==> src/rtl/instruction_loader_pkg.sv <==
// Shared types for the instruction loader: FSM states, 32-bit bus word, defaults.
// Byte order on the link is big-endian: the first byte of a word is bits [31:24],
// matching the assembler tooling that serialises the program image.
package instruction_loader_pkg;

    localparam int unsigned WORD_COUNT_DEF = 1024;
    localparam int unsigned LEN_W_DEF      = 16;
    localparam int unsigned BYTE_W         = 8;

    typedef logic [31:0] vec32_t;

    typedef enum logic [2:0] {
        ST_IDLE,
        ST_HEADER,
        ST_DATA,
        ST_CHECK,
        ST_DONE,
        ST_ERROR
    } loader_state_t;

    // States in which the loader consumes bytes from the link
    function automatic logic state_takes_bytes(input loader_state_t s);
        return (s == ST_HEADER) || (s == ST_DATA) || (s == ST_CHECK);
    endfunction

endpackage

==> src/rtl/instruction_loader_word_packer.sv <==
// Packs four accepted bytes MSB-first into a word; word_ready_c flags the 4th byte.
module instruction_loader_word_packer
    import instruction_loader_pkg::*;
(
    input  logic              clk,
    input  logic              reset,
    input  logic              clear,
    input  logic              byte_en,
    input  logic [BYTE_W-1:0] byte_data,
    output vec32_t            word_c,
    output logic              word_ready_c
);

    logic [23:0] shift;
    logic [1:0]  count;

    // Current byte completes the word combinationally so the top can register it
    assign word_c       = {shift, byte_data};
    assign word_ready_c = byte_en && (count == 2'd3);

    // Byte shift register and position counter
    always_ff @(posedge clk or posedge reset) begin
        if (reset) begin
            shift <= '0;
            count <= '0;
        end else if (clear) begin
            shift <= '0;
            count <= '0;
        end else if (byte_en) begin
            shift <= {shift[15:0], byte_data};
            count <= count + 2'd1;
        end
    end

endmodule

==> src/rtl/instruction_loader.sv <==
// Instruction memory writer: takes a length-prefixed byte stream and writes IM words.
// Optional feature: define LOADER_CHECKSUM_EN to require a trailing XOR checksum byte.
module instruction_loader
    import instruction_loader_pkg::*;
#(
    parameter int unsigned WORD_COUNT = WORD_COUNT_DEF,
    parameter int unsigned LEN_W      = LEN_W_DEF
)(
    input  logic              clk,
    input  logic              reset,
    input  logic              start,
    input  logic              byteValid,
    input  logic [BYTE_W-1:0] byteData,
    output logic              byteReady,
    output logic              imWriteEnable,
    output vec32_t            imWriteAddress,
    output vec32_t            imWriteData,
    output logic              cpuHold,
    output logic              loadDone,
    output logic              loadError
);

    localparam int unsigned AW = $clog2(WORD_COUNT);

    loader_state_t     state, state_next;
    logic              hdr_second;
    logic [BYTE_W-1:0] len_hi;
    logic [LEN_W-1:0]  length;
    logic [LEN_W-1:0]  hdr_len_c;
    logic [AW-1:0]     word_index;
    logic              accept_c;
    logic              clear_c;
    logic              data_en_c;
    logic              hdr_lo_c;
    logic              write_c;
    logic              done_next_c;
    vec32_t            word_c;
    logic              word_ready_c;
`ifdef LOADER_CHECKSUM_EN
    logic [BYTE_W-1:0] csum;
`endif

    assign accept_c  = byteValid && byteReady;
    assign hdr_len_c = LEN_W'({len_hi, byteData});

    instruction_loader_word_packer u_packer (
        .clk          (clk),
        .reset        (reset),
        .clear        (clear_c),
        .byte_en      (data_en_c),
        .byte_data    (byteData),
        .word_c       (word_c),
        .word_ready_c (word_ready_c)
    );

    // State register
    always_ff @(posedge clk or posedge reset) begin
        if (reset) begin
            state <= ST_IDLE;
        end else begin
            state <= state_next;
        end
    end

    // Next-state and datapath control
    always_comb begin
        state_next = state;
        clear_c    = 1'b0;
        data_en_c  = 1'b0;
        hdr_lo_c   = 1'b0;
        case (state)
            ST_IDLE: begin
                if (start) begin
                    state_next = ST_HEADER;
                    clear_c    = 1'b1;
                end
            end
            ST_HEADER: begin
                if (accept_c && hdr_second) begin
                    hdr_lo_c = 1'b1;
                    if ((hdr_len_c == '0) || (32'(hdr_len_c) > WORD_COUNT)) begin
                        state_next = ST_ERROR;
                    end else begin
                        state_next = ST_DATA;
                    end
                end
            end
            ST_DATA: begin
                if (accept_c) begin
                    data_en_c = 1'b1;
                    if (word_ready_c && ((32'(word_index) + 32'd1) == 32'(length))) begin
`ifdef LOADER_CHECKSUM_EN
                        state_next = ST_CHECK;
`else
                        state_next = ST_DONE;
`endif
                    end
                end
            end
            ST_CHECK: begin
`ifdef LOADER_CHECKSUM_EN
                if (accept_c) begin
                    state_next = (byteData == csum) ? ST_DONE : ST_ERROR;
                end
`else
                state_next = ST_IDLE;
`endif
            end
            ST_DONE, ST_ERROR: begin
                if (start) begin
                    state_next = ST_HEADER;
                    clear_c    = 1'b1;
                end
            end
            default: state_next = ST_IDLE;
        endcase
    end

    assign write_c     = data_en_c && word_ready_c;
    // loadDone rises one cycle after entering DONE so it trails the final strobe
    assign done_next_c = (state == ST_DONE) && (state_next == ST_DONE);

    // Header capture, word counter
    always_ff @(posedge clk or posedge reset) begin
        if (reset) begin
            hdr_second <= 1'b0;
            len_hi     <= '0;
            length     <= '0;
            word_index <= '0;
        end else if (clear_c) begin
            hdr_second <= 1'b0;
            len_hi     <= '0;
            length     <= '0;
            word_index <= '0;
        end else begin
            if ((state == ST_HEADER) && accept_c) begin
                hdr_second <= 1'b1;
                if (!hdr_second) begin
                    len_hi <= byteData;
                end
            end
            if (hdr_lo_c) begin
                length <= hdr_len_c;
            end
            if (write_c) begin
                word_index <= word_index + AW'(1);
            end
        end
    end

`ifdef LOADER_CHECKSUM_EN
    // Running XOR of data bytes
    always_ff @(posedge clk or posedge reset) begin
        if (reset) begin
            csum <= '0;
        end else if (clear_c) begin
            csum <= '0;
        end else if (data_en_c) begin
            csum <= csum ^ byteData;
        end
    end
`endif

    // Registered outputs
    always_ff @(posedge clk or posedge reset) begin
        if (reset) begin
            byteReady      <= 1'b0;
            imWriteEnable  <= 1'b0;
            imWriteAddress <= '0;
            imWriteData    <= '0;
            cpuHold        <= 1'b1;
            loadDone       <= 1'b0;
            loadError      <= 1'b0;
        end else begin
            byteReady     <= state_takes_bytes(state_next);
            imWriteEnable <= write_c;
            if (write_c) begin
                imWriteAddress <= 32'({word_index, 2'b00});
                imWriteData    <= word_c;
            end
            cpuHold   <= !done_next_c;
            loadDone  <= done_next_c;
            loadError <= (state_next == ST_ERROR);
        end
    end

endmodule

==> config.mk <==
export PLATFORM = sky130hd
export DESIGN_NAME = instruction_loader
export DESIGN_NICKNAME = d
export VERILOG_FILES = /design/src/rtl/instruction_loader_pkg.sv /design/src/rtl/instruction_loader_word_packer.sv /design/src/rtl/instruction_loader.sv
export SDC_FILE = /design/constraint.sdc
export NUM_CORES = 1
export LEC_CHECK = 0
export CAP_MARGIN = 40
export CORE_MARGIN = 3
export CORE_UTILIZATION = 23
export CTS_CLUSTER_SIZE = 25
export DETAILED_ROUTE_END_ITERATION = 8
export GPL_TIMING_DRIVEN = 0
export SETUP_SLACK_MARGIN = 0.15
export SLEW_MARGIN = 30
export SYNTH_ARGS = -nofsm -noshare
export SYNTH_HDL_FRONTEND = slang
export SYNTH_SLANG_ARGS = --single-unit
==> constraint.sdc <==
create_clock -name clk -period 4.58 [get_ports clk]
set_input_delay 0.687 -clock clk [delete_from_list [all_inputs] [get_ports clk]]
set_output_delay 0.687 -clock clk [all_outputs]
set_load 0.005 [all_outputs]
-- Yosys cells after proc, flatten, opt, wreduce, memory -nomap -nowiden
Index checks and enable logic that the tools add are counted.
Widths: inputs -> output; s select.
- flip-flop bits (word level): 111
- $lt $le $gt $ge: 1
- eq/ne operators: 12
- reduce and logical (&&, ||, !) cells: 19
- multiplexer cells: 25
- add/sub/neg operators: 3
- operators by type and width (cell ; number):
    $mux 24 ; 2
    $mux 16 ; 2
    $mux 8 ; 3
    $mux 10 ; 2
    $eq 11x16->1 ; 1
    $gt 16x11->1 const B ; 1
    $logic_not 16->1 ; 1
    $mux 3 ; 5
    $eq 3x3->1 const B ; 4
    $add 10x1->11 const B ; 1
    $add 10x1->10 const B ; 1
    $eq 3x2->1 const B ; 3
    $pmux 3 s3 ; 1
    $mux 1 ; 8
    $reduce_bool 2->1 ; 4
    $logic_and 1x1->1 ; 7
    $eq 3x1->1 const B ; 2
    $mux 2 ; 2
    $logic_not 3->1 ; 1
    $logic_or 1x1->1 ; 3
    $reduce_or 3->1 ; 1
    $add 2x1->2 const B ; 1
    $eq 2x2->1 const B ; 1
    $ne 2x1->1 const B ; 1
    2 further kinds ; 2

-- Longest topological paths before layout
Gate-level depths: netlist of run 1.
- depth after elaboration: 11
- mapped depth: 8
- gate-level depth less buffers: 7

-- By module
A second synthesis of run 1 with hierarchy kept.
- cell total of the unflattened synthesis: 551
- area total of the unflattened synthesis: 5153.7 sq um
- modules (own cells, without submodules) (module ; instances ; cells each ; area each (sq um) ; seq. area each (sq um)):
    instruction_loader ; 1 ; 456 ; 3995.1 ; 2128.3
    instruction_loader_word_packer ; 1 ; 95 ; 1158.6 ; 650.6

-- Least setup slack after synthesis of run 1
Ideal clock, no wire load.
- path type: register -> register
- from: reg word_index[0]
- to: reg state[2]
- cell stages (with the launch flop): 9
- data required time: 4511 ps
- data arrival time: 2072 ps
- slack: 2438 ps
- cell sequence: dfrtp_1 ha_1 buf_2 nand3_1 nor2_1 xnor2_1 or4_4 a2111oi_4 nand2b_1
- cells in the longest elaborated chain, start to end: 6
- ends and longest elaborated chain (element ; line ; text):
    from (decl) ; instruction_loader.sv:30 ; logic [AW-1:0] word_index;
    from (signal assigned) ; instruction_loader.sv:146 ; word_index <= word_index + AW'(1);
    $add 10x1->11 ; instruction_loader.sv:91 ; if (word_ready_c && ((32'(word_index) + 32'd1) == 32'(length))) begin
    $eq 11x16->1 ; instruction_loader.sv:91 ;
    $logic_and 1x1->1 ; instruction_loader.sv:91 ;
    $mux 3 ; instruction_loader.sv:91 ;
    $mux 3 ; instruction_loader.sv:89 ; if (accept_c) begin
    $pmux 3 s3 ; instruction_loader.sv:71 ; case (state)
    net state_next[2] ; instruction_loader.sv:25 ; loader_state_t state, state_next;
    to (signal assigned) ; instruction_loader.sv:61 ; state <= state_next;
    to (decl) ; instruction_loader.sv:25 ;
The timed path passes the listed nets, and every way through them passes these cells.
A chain may end at the register's enable or synchronous reset.

-- Final worst setup path of run 1
- from: in byteValid
- to: reg length[3]
- cells in the longest elaborated chain, start to end: 5
- ends and longest elaborated chain (element ; line ; text):
    from (decl) ; instruction_loader.sv:12 ; input logic byteValid,
    $logic_and 1x1->1 ; instruction_loader.sv:43 ; assign accept_c = byteValid && byteReady;
    $logic_and 1x1->1 ; instruction_loader.sv:79 ; if (accept_c && hdr_second) begin
    $mux 1 ; instruction_loader.sv:79 ;
    $mux 1 ; instruction_loader.sv:71 ;
    $reduce_bool 2->1 (no line) ; n/a ;
    to (signal assigned) ; instruction_loader.sv:143 ; length <= hdr_len_c;
    to (decl) ; instruction_loader.sv:28 ; logic [LEN_W-1:0] length;
No other way between the ends.

==> results.py, run 1 <==
metrics = {
    "pwr": {
        "power.switching_uw": 844,
        "p_int_mw": 1.73,
        "combPwrFrac": 0.221,
        "swShare": 0.327,
        "vdd_drop_max_mv": 0.169,
        "pwr-share-seq": 0.483,
        "power_mw": 2.58,
        "p_per_area_nw_per_um2": 407,
        "total_leakage_power_nw": 2.92,
        "power_frac_clock": 0.296,
    },
    "setup_path": {
        "r2r_slack_ns": 1.99,
        "reg2reg_to": "state[2]$_DFF_PP0_",
        "startpoint_type": "primary input",
        "critPathRequiredTime_ns": 4.80,
        "end_kind": "register",
        "worstSetupPathType": "in -> reg",
        "r2r_start": "word_index[0]$_DFFE_PP0P_",
        "cp_max_fo": 10,
        "worstRegToRegCells": 8,
        "arrival_ns": 2.85,
    },
    "logic_synthesis": {
        "ys.flop_type": "dfrtp_1",
        "synth-simple-area-share": 0.237,
        "synth_edf_count": 0,
        "synthXorXnorAreaFrac": 0.0298,
        "synth_top_family_by_area": "simple AND/OR/NAND/NOR gates",
        "synth_warnings": 0,
        "async_reset_ff_frac": 1.00,
        "synth_top_cell_by_area": "dfrtp_1",
        "synth_seq_cells": 111,
        "synth.area.top_cells": "dfrtp_1 (55%), nand2_1 (16%), buf_4 (3.5%), mux2i_1 (3.2%), a21oi_1 (2.7%)",
        "ys_types": 45,
        "synth_sequential_area_ratio": 0.555,
        "syn_area_per_cell_um2": 9.06,
        "syn_inst": 552,
        "synth-compound-area-share": 0.0783,
        "synth_adder_area_share": 0.00500,
        "syn-cell-area_um2": 5000,
        "synth_top_cell_area_share": 0.550,
        "synthMuxAreaShare": 0.0320,
    },
    "floorplanning": {
        "die_h_um": 153,
        "initial_core_util": 0.236,
        "die_area_um2": 23600,
        "ios": 81,
        "die_w_um": 153,
        "rows": 53,
        "design.core.area_um2": 21200,
    },
    "clock_tree": {
        "cts_hold_buf": 0,
        "insertion_delay_ns": 0.35,
        "cts_setup_buffers": 0,
        "cts_root_buffer": "clkbuf_16",
        "cts_buffers": 9,
        "cts_sinks": 111,
        "h-tree-depth": 3,
        "ctsResizeCount": 0,
        "path_clk_slew_ns": 0.08,
        "cts_tree": "yes",
        "clk_path_buf_depth": 2,
    },
    "global_routing": {
        "overflow": 0,
        "grt_pass1_vias": 3772,
        "grt_pass1_wl_um": 20100,
        "grt.total_usage": 0.105,
        "antenna_found_initial": 0,
        "grt_max_degree": 89,
    },
    "detailed_routing": {
        "drc_errors": 0,
        "routed_wl_um": 12100,
        "ant_nets": 0,
        "drtPass1Iterations": 4,
        "drtIter0Drc": 284,
        "avgViaCountPerCell": 4.14,
        "vias": 3823,
        "wl_per_cell_um": 13.1,
    },
    "worst_hold_path": {
        "hp-start": "imWriteData[25]$_DFFE_PP0P_",
        "min_path_type": "reg -> reg",
        "min_path_cells": 2,
        "min_to": "imWriteData[25]$_DFFE_PP0P_",
    },
    "timing": {
        "tightest_slew_ns": 0.742,
        "slew_headroom": 0.502,
        "grt_setup_unrepaired": "no",
        "setup_viol_count_final": 0,
        "max_freq_mhz": 380,
        "slew_viol_final": 0,
        "finalHoldViolations": 0,
        "clock-skew-final_ns": 0.00588,
        "fin_setup_tns_ns": 0,
        "hold_ws_ns": 0.474,
        "period_needed_ns": 2.63,
        "fin_crit_sh": 0.574,
    },
    "layout": {
        "fin_cells": 923,
        "antenna_cells": 0,
        "layout-drive-gt1-share": 0.0833,
        "syn2layout_area_growth_pct": 26.8,
        "nets": 657,
    },
    "placed_design": {
        "portBuffers": 58,
        "hpwl_um": 8870,
        "routabilityCongestion": 0.787,
        "place_inst": 907,
    },
    "run": {
        "cap_viol_max_count": 0,
    },
    "status": {
        "outcome": "completed",
    },
}
## power by group through the flow
stage,logic (mW),clock network (mW),registers (mW)
6_report,0.571,0.763,1.24
5_1_grt,0.646,0.823,1.26
4_1_cts,0.576,0.786,1.24
3_5_place_dp,0.576,0,1.26
3_3_place_gp,0.554,0,1.26
2_1_floorplan,0.428,0,1.22
## kinds of logic after synthesis
family,count (synthesis)
and+or+nand+nor,280
DFF,111
AOI/OAI and AO/OA,67
buffers and inverters,58
xor gates and xnor gates,17
muxes,16
adders and majority gates,2
other,1
## sequential cells by signal, indices dropped and copies added, names as in the netlist
register / flops
hdr_second: 1
loadDone: 1
state: 3
len_hi: 8
loadError: 1
imWriteData: 32
byteReady: 1
u_packer.shift: 24
u_packer.count: 2
imWriteEnable: 1
word_index: 10
length: 16
cpuHold: 1
imWriteAddress: 10
## cell usage in the layout, fill, tap and decap left out, types with 6 or more instances in the layout
master and count:
a21oi_1 27, buf_4 23, clkbuf_1 23, clkbuf_16 9, clkdlybuf4s50_1 58, conb_1 22, dfrtp_1 110, inv_1 6
mux2i_1 16, nand2_1 208, nand3_1 8, nor2_1 35, o21ai_0 26, xnor2_1 13
## through the flow
stage | worst slack, ns | area [um^2] | utilization
floorplan | 0.964 | 5080 | -
global placement | -0.769 | 6010 | 0.283
detailed placement | 1.60 | 6050 | 0.285
CTS | 1.97 | 6340 | 0.299
global route | 1.75 | 6340 | 0.299
finish | 1.95 | 6340 | 0.299
## worst max-delay path, cell delays in order
cell	delay, ns
clkdlybuf4s50_1	0.64
nand4b_1	0.16
nor2_1	0.58
clkbuf_1	0.48
mux2i_1	0.24
nor2_1	0.05
## synth_stat cells, types with 2 or more instances
cell type and number:
nand2_1 208, dfrtp_1 110, nor2_1 35, a21oi_1 27
o21ai_0 26, buf_4 23, clkbuf_1 23, mux2i_1 16
xnor2_1 13, nand3_1 8, inv_1 7, a31oi_1 4
buf_2 4, nand4_1 4, xor2_1 4, nor4_1 3
and2_1 2, and3_1 2, ha_1 2, nand2b_1 2
nand3b_1 2, nand4b_1 2, nor3_1 2, o31ai_1 2
## cell type report
type                            count  area (um^2)
Fill cell                        2247        14900
Sequential cell                   111         2780
Clock inverter                      6         52.6
Multi-Input combinational cell    404         2000
Clock buffer                       10          239
Timing Repair Buffer               59          608
Buffer                             50          279
Tap cell                          275          344
Inverter                            8         37.5
## worst max path at each step
stage / from / to / slack, ns
final: byteValid / length[3]$_DFFE_PP0P_ / 1.95
after detailed placement: byteValid / length[3]$_DFFE_PP0P_ / 1.60
after floorplan: reset / byteReady$_DFF_PP0_ / 0.96
after global routing: byteValid / length[3]$_DFFE_PP0P_ / 1.75
after global placement: reset / imWriteAddress[11]$_DFFE_PP0P_ / -0.77
after CTS: byteValid / length[3]$_DFFE_PP0P_ / 1.97
## routing by layer
layer	wire length [um]	GRT usage	vias up
met3	688	0.0281	21
met1	5570	0.137	1788
met2	5550	0.165	81
met4	319	0.0425	0
li1	-	-	1933
met5	0	0	-
(Power assumes the default switching activity.)
==> run 2: changes to the inputs <==
Clock period 4.58 ns to 2.3 ns, I/O delays scaled along.
==> results.py, run 2 (synthesized netlist as in run 1, its figures left out) <==
metrics = {
    "clock_tree": {
        "cts_buffers": 9,
        "path_clk_slew_ns": 0.08,
        "cts_tree": "yes",
        "cts_root_buffer": "clkbuf_16",
        "clk_path_buf_depth": 2,
        "insertion_delay_ns": 0.36,
        "h-tree-depth": 3,
        "cts_sinks": 111,
        "cts_hold_buf": 0,
    },
    "layout": {
        "syn2layout_area_growth_pct": 30.7,
        "largest_reg_flops": 32,
        "regMostFlops": "imWriteData",
        "fillers": 2217,
        "layout-drive-gt1-share": 0.117,
        "final_cell_mix": "nand2_1 (208), dfrtp_1 (108), clkdlybuf4s50_1 (58)",
        "fin_area_um2": 6540,
        "largestRegisters": "imWriteData (32), u_packer.shift (24), length (16)",
        "nets": 666,
        "multi_input_area_um2": 2050,
        "antenna_cells": 0,
        "regArea_um2": 2780,
        "final_common_cell": "nand2_1",
    },
    "detailed_routing": {
        "drtPass1Iterations": 5,
        "routed_wl_um": 12600,
        "vias": 3972,
        "ant_nets": 0,
        "avgViaCountPerCell": 4.26,
        "drtIter0Drc": 316,
        "wl_per_cell_um": 13.5,
        "drc_errors": 0,
    },
    "setup_path": {
        "end_kind": "register",
        "worstSetupPathType": "reg -> reg",
        "arrival_ns": 2.43,
        "startpoint_type": "register",
        "worstRegToRegCells": 7,
        "cp_max_fo": 3,
        "critPathRequiredTime_ns": 2.59,
    },
    "timing": {
        "slew_viol_final": 0,
        "fin_setup_tns_ns": 0,
        "slew_headroom": 0.478,
        "max_freq_mhz": 467,
        "finalHoldViolations": 0,
        "period_needed_ns": 2.14,
        "fin_crit_sh": 0.932,
        "grt_setup_unrepaired": "yes",
        "setup_viol_count_final": 0,
        "clock-skew-final_ns": 0.00791,
        "tightest_slew_ns": 0.777,
    },
    "floorplanning": {
        "die_area_um2": 23600,
        "initial_core_util": 0.236,
        "rows": 53,
        "die_h_um": 153,
        "die_w_um": 153,
        "ios": 81,
        "design.core.area_um2": 21200,
    },
    "placed_design": {
        "hpwl_um": 9300,
        "routabilityCongestion": 0.786,
        "post_dp_cell_area_um2": 6140,
        "portBuffers": 58,
    },
    "global_routing": {
        "antenna_found_initial": 0,
        "overflow": 0,
        "grt_pass1_wl_um": 20700,
        "grt_max_degree": 29,
        "grt_pass1_vias": 3848,
        "grt.total_usage": 0.108,
    },
    "status": {
        "outcome": "completed",
    },
    "run": {
        "cap_viol_max_count": 0,
    },
    "pwr": {
        "total_leakage_power_nw": 3.00,
        "vdd_drop_max_mv": 0.366,
        "power_mw": 5.26,
        "p_per_area_nw_per_um2": 805,
    },
    "worst_hold_path": {
        "min_path_type": "in -> async",
    },
}
-- run 2: cell types whose count changed in the layout (fill, tap and decap cells not counted), sizes merged --
cell | previous run | this run
buf | 28 | 36
clkinvlp | 2 | 1
inv | 10 | 12
-- run 2: metal layers --
layer	routed length, um	vias to the layer above	global-route usage
li1	-	1950	-
met1	5860	1917	0.146
met2	5830	86	0.168
met3	623	19	0.0281
met4	301	0	0.0404
met5	0	-	0
-- run 2: worst paths after layout --
kind	slack, ns	end	start
setup / recovery	0.16	state[2]$_DFF_PP0_	word_index[1]$_DFFE_PP0P_
max in group asynchronous	1.23	imWriteData[4]$_DFFE_PP0P_	reset
min in group clk	0.48	imWriteData[30]$_DFFE_PP0P_	u_packer.shift[22]$_DFFE_PP0P_
hold / removal	0.34	imWriteData[25]$_DFFE_PP0P_	reset
setup reg to reg	0.16	state[2]$_DFF_PP0_	word_index[1]$_DFFE_PP0P_
hold reg to reg	0.48	imWriteData[30]$_DFFE_PP0P_	u_packer.shift[22]$_DFFE_PP0P_
-- run 2: stage by stage --
step	hold WS, ns	util	cells	worst slack [ns]
detailed placement	0.463	0.289	911	-0.339
finish	0.336	0.308	932	0.157
global route	0.361	0.308	932	0.0251
global placement	0.453	0.283	906	-0.555
floorplan	0.439	-	573	0.158
CTS	0.342	0.308	932	0.141
-- run 2: layout make-up --
cell class,count,share of cell area
Tap cell,275,0.0526
Clock inverter,7,0.0109
Clock buffer,9,0.0344
Timing Repair Buffer,68,0.113
Multi-Input combinational cell,404,0.314
Sequential cell,111,0.425
Buffer,50,0.0436
Inverter,8,0.00555
-- run 2: repair_timing --
| item | CTS | global route |
|---|---|---|
| buffers inserted | 5 | 0 |
| setup endpoints to repair | 8 | 28 |
| pin swaps | 4 | 3 |
| endpoints found under the hold margin | 0 | 0 |
| resized for setup | 11 | 9 |
-- run 2: power by group --
group,internal (mW),switching [mW]
Combinational,0.514,0.709
Clock,0.771,0.786
Sequential,2.21,0.273
-- run 2: worst max-delay path, stage by stage, from the launching register on --
cell and delay [ns]:
dfrtp_2 0.43, ha_4 0.25, xor2_1 0.16, nor4_4 0.26
o211ai_1 0.13, or4_4 0.45, a2111oi_4 0.26, nand2b_1 0.15
==> run 3: changes to the inputs <==
Settings changed: SKIP_LAST_GASP set to 1.
==> results of run 3 <==
No change in the layout: final DEF, timing and power equal those of run 2.
